### src/rtl/hazard_stall_controller.sv
// hazard_stall_controller: load-use and branch-compare stall sequencing,
// taken-branch flush, dmem wait freeze and saturating perf counters.
`ifndef REG_ADDR_WIDTH
`define REG_ADDR_WIDTH 5
`endif
`ifndef BEQ
`define BEQ 7'b1100011
`endif

module hazard_stall_controller #(
  parameter int REG_ADDR_WIDTH = `REG_ADDR_WIDTH,
  parameter int CNT_WIDTH      = 16
) (
  input  logic                      clk,
  input  logic                      rst_n,
  input  logic [6:0]                IF_ID_inst_opcode,
  input  logic [REG_ADDR_WIDTH-1:0] IF_ID_rs1,
  input  logic [REG_ADDR_WIDTH-1:0] IF_ID_rs2,
  input  logic                      ID_EX_mem_rd_en,
  input  logic                      ID_EX_reg_wr_en,
  input  logic [REG_ADDR_WIDTH-1:0] ID_EX_rd,
  input  logic                      EX_MEM_mem_rd_en,
  input  logic [REG_ADDR_WIDTH-1:0] EX_MEM_rd,
  input  logic                      branch_taken,
  input  logic                      dmem_req,
  input  logic                      dmem_ready,
  input  logic                      clr_cnt,
  output logic                      pc_wr_en,
  output logic                      IF_ID_wr_en,
  output logic                      IF_ID_flush,
  output logic                      ID_EX_bubble,
  output logic                      pipe_hold,
  output logic [CNT_WIDTH-1:0]      stall_cnt,
  output logic [CNT_WIDTH-1:0]      flush_cnt,
  output logic [CNT_WIDTH-1:0]      wait_cnt
);

  typedef enum logic [1:0] {
    RUN,
    STALL,
    MEM_WAIT
  } state_e;

  state_e state_q, state_d;
  state_e ret_q, ret_d;
  state_e cur;
  logic [1:0] left_q, left_d;
  logic [CNT_WIDTH-1:0] stall_q, flush_q, wait_q;

  logic inc_stall, inc_flush, inc_wait;
  logic pc_en, ifid_en, flush, bubble, hold;

  logic mem_wait, is_br;
  logic load_use, br_mem, br_ex;
  logic unused_reg_wr;

  // ALU producers are forwarded, so the write-enable never matters here.
  assign unused_reg_wr = ID_EX_reg_wr_en;

  assign mem_wait = dmem_req & ~dmem_ready;
  assign is_br    = (IF_ID_inst_opcode == `BEQ);

  assign load_use = ID_EX_mem_rd_en
                  & (ID_EX_rd != '0)
                  & ((ID_EX_rd == IF_ID_rs1)
                   | (ID_EX_rd == IF_ID_rs2));

  assign br_ex  = is_br & load_use;

  assign br_mem = is_br
                & EX_MEM_mem_rd_en
                & (EX_MEM_rd != '0)
                & ((EX_MEM_rd == IF_ID_rs1)
                 | (EX_MEM_rd == IF_ID_rs2));

  // Next state, stall budget and control outputs; MEM_WAIT replays
  // the saved state as soon as the memory stops stalling.
  always_comb begin
    state_d   = state_q;
    ret_d     = ret_q;
    left_d    = left_q;
    pc_en     = 1'b0;
    ifid_en   = 1'b0;
    flush     = 1'b0;
    bubble    = 1'b0;
    hold      = 1'b0;
    inc_stall = 1'b0;
    inc_flush = 1'b0;
    inc_wait  = 1'b0;
    cur       = (state_q == MEM_WAIT) ? ret_q : state_q;

    if (mem_wait) begin
      hold     = 1'b1;
      state_d  = MEM_WAIT;
      ret_d    = cur;
      inc_wait = 1'b1;
    end else begin
      state_d = cur;
      unique case (cur)
        STALL: begin
          bubble    = 1'b1;
          inc_stall = 1'b1;
          if (left_q <= 2'd1) begin
            left_d  = 2'd0;
            state_d = RUN;
          end else begin
            left_d  = left_q - 2'd1;
          end
        end
        default: begin
          if (load_use | br_mem) begin
            bubble    = 1'b1;
            inc_stall = 1'b1;
            if (br_ex) begin
              left_d  = 2'd1;
              state_d = STALL;
            end else begin
              left_d  = 2'd0;
              state_d = RUN;
            end
          end else begin
            pc_en   = 1'b1;
            ifid_en = 1'b1;
            if (is_br & branch_taken) begin
              flush     = 1'b1;
              inc_flush = 1'b1;
            end
          end
        end
      endcase
    end
  end

  // FSM state, saved return state and remaining stall cycles.
  always_ff @(posedge clk) begin
    if (!rst_n) begin
      state_q <= RUN;
      ret_q   <= RUN;
      left_q  <= 2'd0;
    end else begin
      state_q <= state_d;
      ret_q   <= ret_d;
      left_q  <= left_d;
    end
  end

  // Saturating counters; a clear beats a same-cycle increment.
  always_ff @(posedge clk) begin
    if (!rst_n || clr_cnt) begin
      stall_q <= '0;
      flush_q <= '0;
      wait_q  <= '0;
    end else begin
      if (inc_stall && stall_q != '1)
        stall_q <= stall_q + CNT_WIDTH'(1);
      if (inc_flush && flush_q != '1)
        flush_q <= flush_q + CNT_WIDTH'(1);
      if (inc_wait && wait_q != '1)
        wait_q <= wait_q + CNT_WIDTH'(1);
    end
  end

  assign pc_wr_en     = rst_n & pc_en;
  assign IF_ID_wr_en  = rst_n & ifid_en;
  assign IF_ID_flush  = rst_n & flush;
  assign ID_EX_bubble = rst_n & bubble;
  assign pipe_hold    = rst_n & hold;
  assign stall_cnt    = rst_n ? stall_q : '0;
  assign flush_cnt    = rst_n ? flush_q : '0;
  assign wait_cnt     = rst_n ? wait_q : '0;

endmodule

### config.mk
export PLATFORM = sky130hd
export DESIGN_NAME = hazard_stall_controller
export DESIGN_NICKNAME = d
export VERILOG_FILES = /design/src/rtl/hazard_stall_controller.sv
export SDC_FILE = /design/constraint.sdc
export NUM_CORES = 1
export LEC_CHECK = 0
export CAP_MARGIN = 20
export CORE_ASPECT_RATIO = 0.5
export CORE_MARGIN = 5
export CORE_UTILIZATION = 37
export DETAILED_ROUTE_END_ITERATION = 12
export PLACE_DENSITY = 0.69
export SYNTH_ARGS = -nofsm -noshare
export SYNTH_HDL_FRONTEND = slang
export SYNTH_SLANG_ARGS = --single-unit
### constraint.sdc
create_clock -name clk -period 7.5 [get_ports clk]
set_input_delay 1.875 -clock clk [delete_from_list [all_inputs] [get_ports clk]]
set_output_delay 1.875 -clock clk [all_outputs]
set_load 0.005 [all_outputs]
Word level (Yosys, flattened, before mapping)
Index checks and enable logic that the tools add are counted.

word-level totals
  register bits after elaboration = 54
  bits of input ports = 36
  output and inout port bits = 53

operators by class
  $add $sub $neg = 4
  magnitude comparators = 1
  equal/unequal tests = 10
  muxes and demuxes = 23
  bitwise operators = 18
  reductions and logical operators = 10

operators by type and width
  operator                                                                          number
  16-bit by 1-bit adder with 16-bit output, second input constant                   3
  16-bit two-way mux                                                                3
  16-bit inequality test, second input constant                                     3
  5-bit == test                                                                     4
  2-bit two-way mux                                                                 8
  1-bit bitwise AND                                                                 12
  1-bit two-way mux                                                                 12
  5-bit nonzero test                                                                2
  7-bit == test, second input constant                                              1
  1-bit logical AND                                                                 3
  1-bit NOT                                                                         3
  1-bit bitwise OR                                                                  3
  2-bit by 1-bit == test with 1-bit output, second input constant                   1
  2-bit == test, second input constant                                              1
  2-bit by 1-bit less-or-equal comparator with 1-bit output, second input constant  1
  2-bit AND reduction                                                               1
  2-bit nonzero test                                                                1
  2-bit OR reduction                                                                1
  2-bit by 1-bit subtractor with 2-bit output, second input constant                1
  1-bit zero test                                                                   1
  1-bit logical OR                                                                  1

Depth between registers and ports, before layout
  word-level depth = 9
  depth in mapped cells = 9
  mapped depth without buffers = 8

Worst setup path after synthesis
OpenSTA, ideal clock, no wires.

  path type = input -> output
  from = input EX_MEM_rd[0]
  to = output IF_ID_flush
  arrival = 3,445 ps
  data required time = 5,625 ps
  setup slack = 2,180 ps
  cell stages on the path = 7
  cells stage by stage = or3_1 -> o311a_1 -> a32oi_2 -> and2_1 -> clkbuf_1 -> and3_1 -> and3_1

between the ends
  longest elaborated chain between the ends = 8

RTL lines
  element                                                line    source
  from (decl)                                            23      input logic [REG_ADDR_WIDTH-1:0] EX_MEM_rd,
  5-bit == test (tied with other cells)                  73      & ((EX_MEM_rd == IF_ID_rs1)
  1-bit bitwise OR or 1-bit bitwise AND (tied branches)  74, 72
  1-bit bitwise AND *                                    73
  1-bit bitwise OR *                                     111     if (load_use | br_mem) begin
  1-bit two-way mux *                                    111
  1-bit two-way mux *                                    99      unique case (cur)
  1-bit two-way mux *                                    92      if (mem_wait) begin
  1-bit bitwise AND *                                    165     assign IF_ID_flush = rst_n & flush;
  to (decl)                                              30      output logic IF_ID_flush,

Mark *: on every way between the ends. The rest lies on a longest branch, timed or not.

Worst setup path after layout
Ends and elaborated chain as after synthesis.

==> run summary <==
N_diodes -> 0
Cells after Synth -> 417
Max Clock Skew -> 0.00769 ns
Period utilisation layout -> 90.0%
Vias in the first global route -> 2987
RSZ-0062 raised after global routing -> false
Routed vias/inst -> 5.11
Port bufs -> 87
Floorplan row count -> 24
Worst-path fanout max -> 11
Final hold violations -> 0
# resized after CTS -> 0
Crit path time final -> 6.75 ns
Class of the worst hold path -> register to register
Final Slew Violations -> 0
Leak pwr -> 1.48 nW
WP data arrival -> 4.87 ns
# H-tree levels -> 2
Final setup viols -> 0
Total power -> 602 uW
TritonCTS clock tree -> built
Worst Path Required -> 5.62 ns
Seq. cell area -> 1080 um2
Area of the mapped netlist -> 3260 um2
Drt drc -> 0
Worst skew pair latency -> 0.30 ns
Detailed Route Iter0 Violations -> 178
Critical path capture point -> IF_ID_flush
Post-synthesis net count -> 456
Max frequency -> 148 MHz
Via Count -> 3120
Postcts setup bufs -> 0
CTS Hold Buffers Added -> 0
Power density cells -> 138 nW/um2
Sequential area share after synthesis -> 33.2%
Worst R2R Path Depth -> 7
Status -> finished clean
Kind of critical path -> primary input to output pin
Ports -> 89
Multi-input gate area -> 2060 um2
Initial Utilization -> 37.7%
Warnings from Yosys -> 0
Antenna violations before repair -> 0
Slew @ Worst Pin -> 0.974 ns
GR Overflow Total -> 0
Fillcell total -> 851
Flop-to-flop setup slack -> 5.13 ns
Die height -> 76.4 um
Area Overhead vs Synth -> 33.6%
Root Driver -> clkbuf_16
Final wirelength -> 8230 um
First-pass GRT wire length -> 14000 um
FF-to-FF End -> stall_q[7]
Critical path's slowest cell -> a32oi_2
Slowest stage delay, CP -> 0.53 ns
Post-DRT Antenna Nets -> 0
Max IR drop VDD -> 0.0773 mV
Critical Path Sink Type -> output pin
Synth Register Bits -> 54
Cell count along the critical path -> 8
Max Cap Viol -> 0
Count of unique library cells instantiated by Yosys -> 45
Clock transition at path regs -> 0.07 ns
GRT Overall Usage -> 15.1%
Max clock buf depth -> 2
Slew HR -> 34.9%
Final setup TNS -> 0 ns
Die W -> 143 um
CP Buf/Inv Count -> 2
RD Place Congestion -> 0.804
Number of synthesized flops with an enable pin -> 0
Final HPWL from detailed placement -> 6040 um
Ys async rst share -> 0%
Full die area -> 10900 um2
Wire per inst -> 13.5 um
Largest net degree at the start of global routing -> 47
CP Launch Type -> primary input
RR Startpoint -> stall_q[0]
First-pass iteration count of the detailed router -> 4
Crit-path cells -> clkdlybuf4s50_1 -> or3_1 -> o311a_1 -> a32oi_2 -> and2_1 -> and3_1 -> and3_1 -> clkdlybuf4s50_1
CP delay by family, top -> simple AND/OR/NAND/NOR gates
Post-Syn Area per Cell -> 7.81 um2
CTS sink cnt -> 54
Layout cells sized above 1 -> 4.46%
Critical Path Source -> EX_MEM_rd[0]
Top FF cell, synth -> dfxtp_1
CTS Buf Count -> 5
Final Net Count -> 531
Core region area -> 8650 um2
## state kept, by name, indices dropped and copies added (netlist names)
signal	flops
state_q	2
wait_q	16
ret_q	2
flush_q	16
stall_q	16
left_q	2
## per-layer routing
layer  track usage (%)  routed length [um]  vias to the layer above  part of all wire, %
met5                 0                   0                        -                    0
met4              3.32                  75                        0                 0.91
met3              3.20                 427                        8                  5.2
met2              25.1                3720                       69                   45
met1              20.2                4010                     1426                   49
li1                  -                   -                     1617                    -
## worst min-delay path, stage by stage (launching register included)
cell and delay (ns):
dfxtp_1 0.32, nand2_1 0.06, a21oi_1 0.04
## power by group
group,internal (mW),leakage (nW),switching (mW)
registers,0.287,0.435,0.000817
logic,0.0307,0.961,0.0278
clock network,0.151,0.0832,0.104
## metrics by stage
stage	cell area, um2	hold WS (ns)	setup WS, ns	instances	utilization [%]
floorplan	3260	0.412	2.18	417	-
global placement	4190	0.420	0.725	602	48.4
detailed placement	4190	0.425	0.717	602	48.4
CTS	4350	0.456	0.705	610	50.3
global route	4350	0.472	0.544	610	50.3
finish	4350	0.455	0.751	610	50.3
## cells in the mapped netlist, types with 10 or more instances
library cell | count | share of area [%]
a21oi_1 | 28 | 4.3
and2_1 | 48 | 9.2
and3_1 | 15 | 2.9
clkbuf_1 | 15 | 1.7
dfxtp_1 | 54 | 33
nand2_1 | 43 | 5.0
nand3_1 | 21 | 3.2
nand4_1 | 14 | 2.7
nor2_1 | 36 | 4.1
o21ai_0 | 17 | 2.6
or3_1 | 12 | 2.3
xnor2_1 | 28 | 7.5
xor2_1 | 10 | 2.7
## cell type report
cell class | instances | share of cell area [%]
Sequential cell | 54 | 24.8
Tap cell | 117 | 3.36
Inverter | 4 | 0.345
Clock buffer | 8 | 3.82
Timing Repair Buffer | 89 | 20.4
Multi-Input combinational cell | 338 | 47.3
## worst min-delay path by stage
stage,startpoint,slack (ns),end,cells past startpoint
3_3_place_gp,left_q[1],0.42,left_q[1],2
2_1_floorplan,left_q[1],0.41,left_q[1],2
4_1_cts,left_q[1],0.46,left_q[1],2
6_report,left_q[1],0.46,left_q[1],2
3_5_place_dp,left_q[1],0.42,left_q[1],2
5_1_grt,left_q[1],0.47,left_q[1],2
## logic make-up (layout without fill, tap and decap cells)
kind of cell    after synthesis  after routing  synth area share [%]
compound gates               73             73                  14.2
xor+xnor                     38             38                  10.2
fa+ha+maj                     3              3                  1.15
buf+inv                      25            101                  3.65
flops                        54             54                  33.2
mux                           3              3                 0.922
simple gates                221            221                  36.6
## cell usage in the layout, fill, tap and decap left out, types with 3 or more instances in the layout
cell type        count
a21oi_1             28
a31o_2               5
a31oi_1              3
and2_1              48
and3_1              15
and4_1               4
clkbuf_16            5
clkbuf_8             3
clkdlybuf4s50_1     87
dfxtp_1             54
ha_1                 3
inv_1                4
mux2i_1              3
nand2_1             43
nand3_1             21
nand4_1             14
nor2_1              36
nor3_1               8
o21ai_0             17
o31ai_1              6
or3_1               12
or4_1                8
xnor2_1             28
xor2_1              10
No activity file was read; power rests on OpenSTA's default activity.
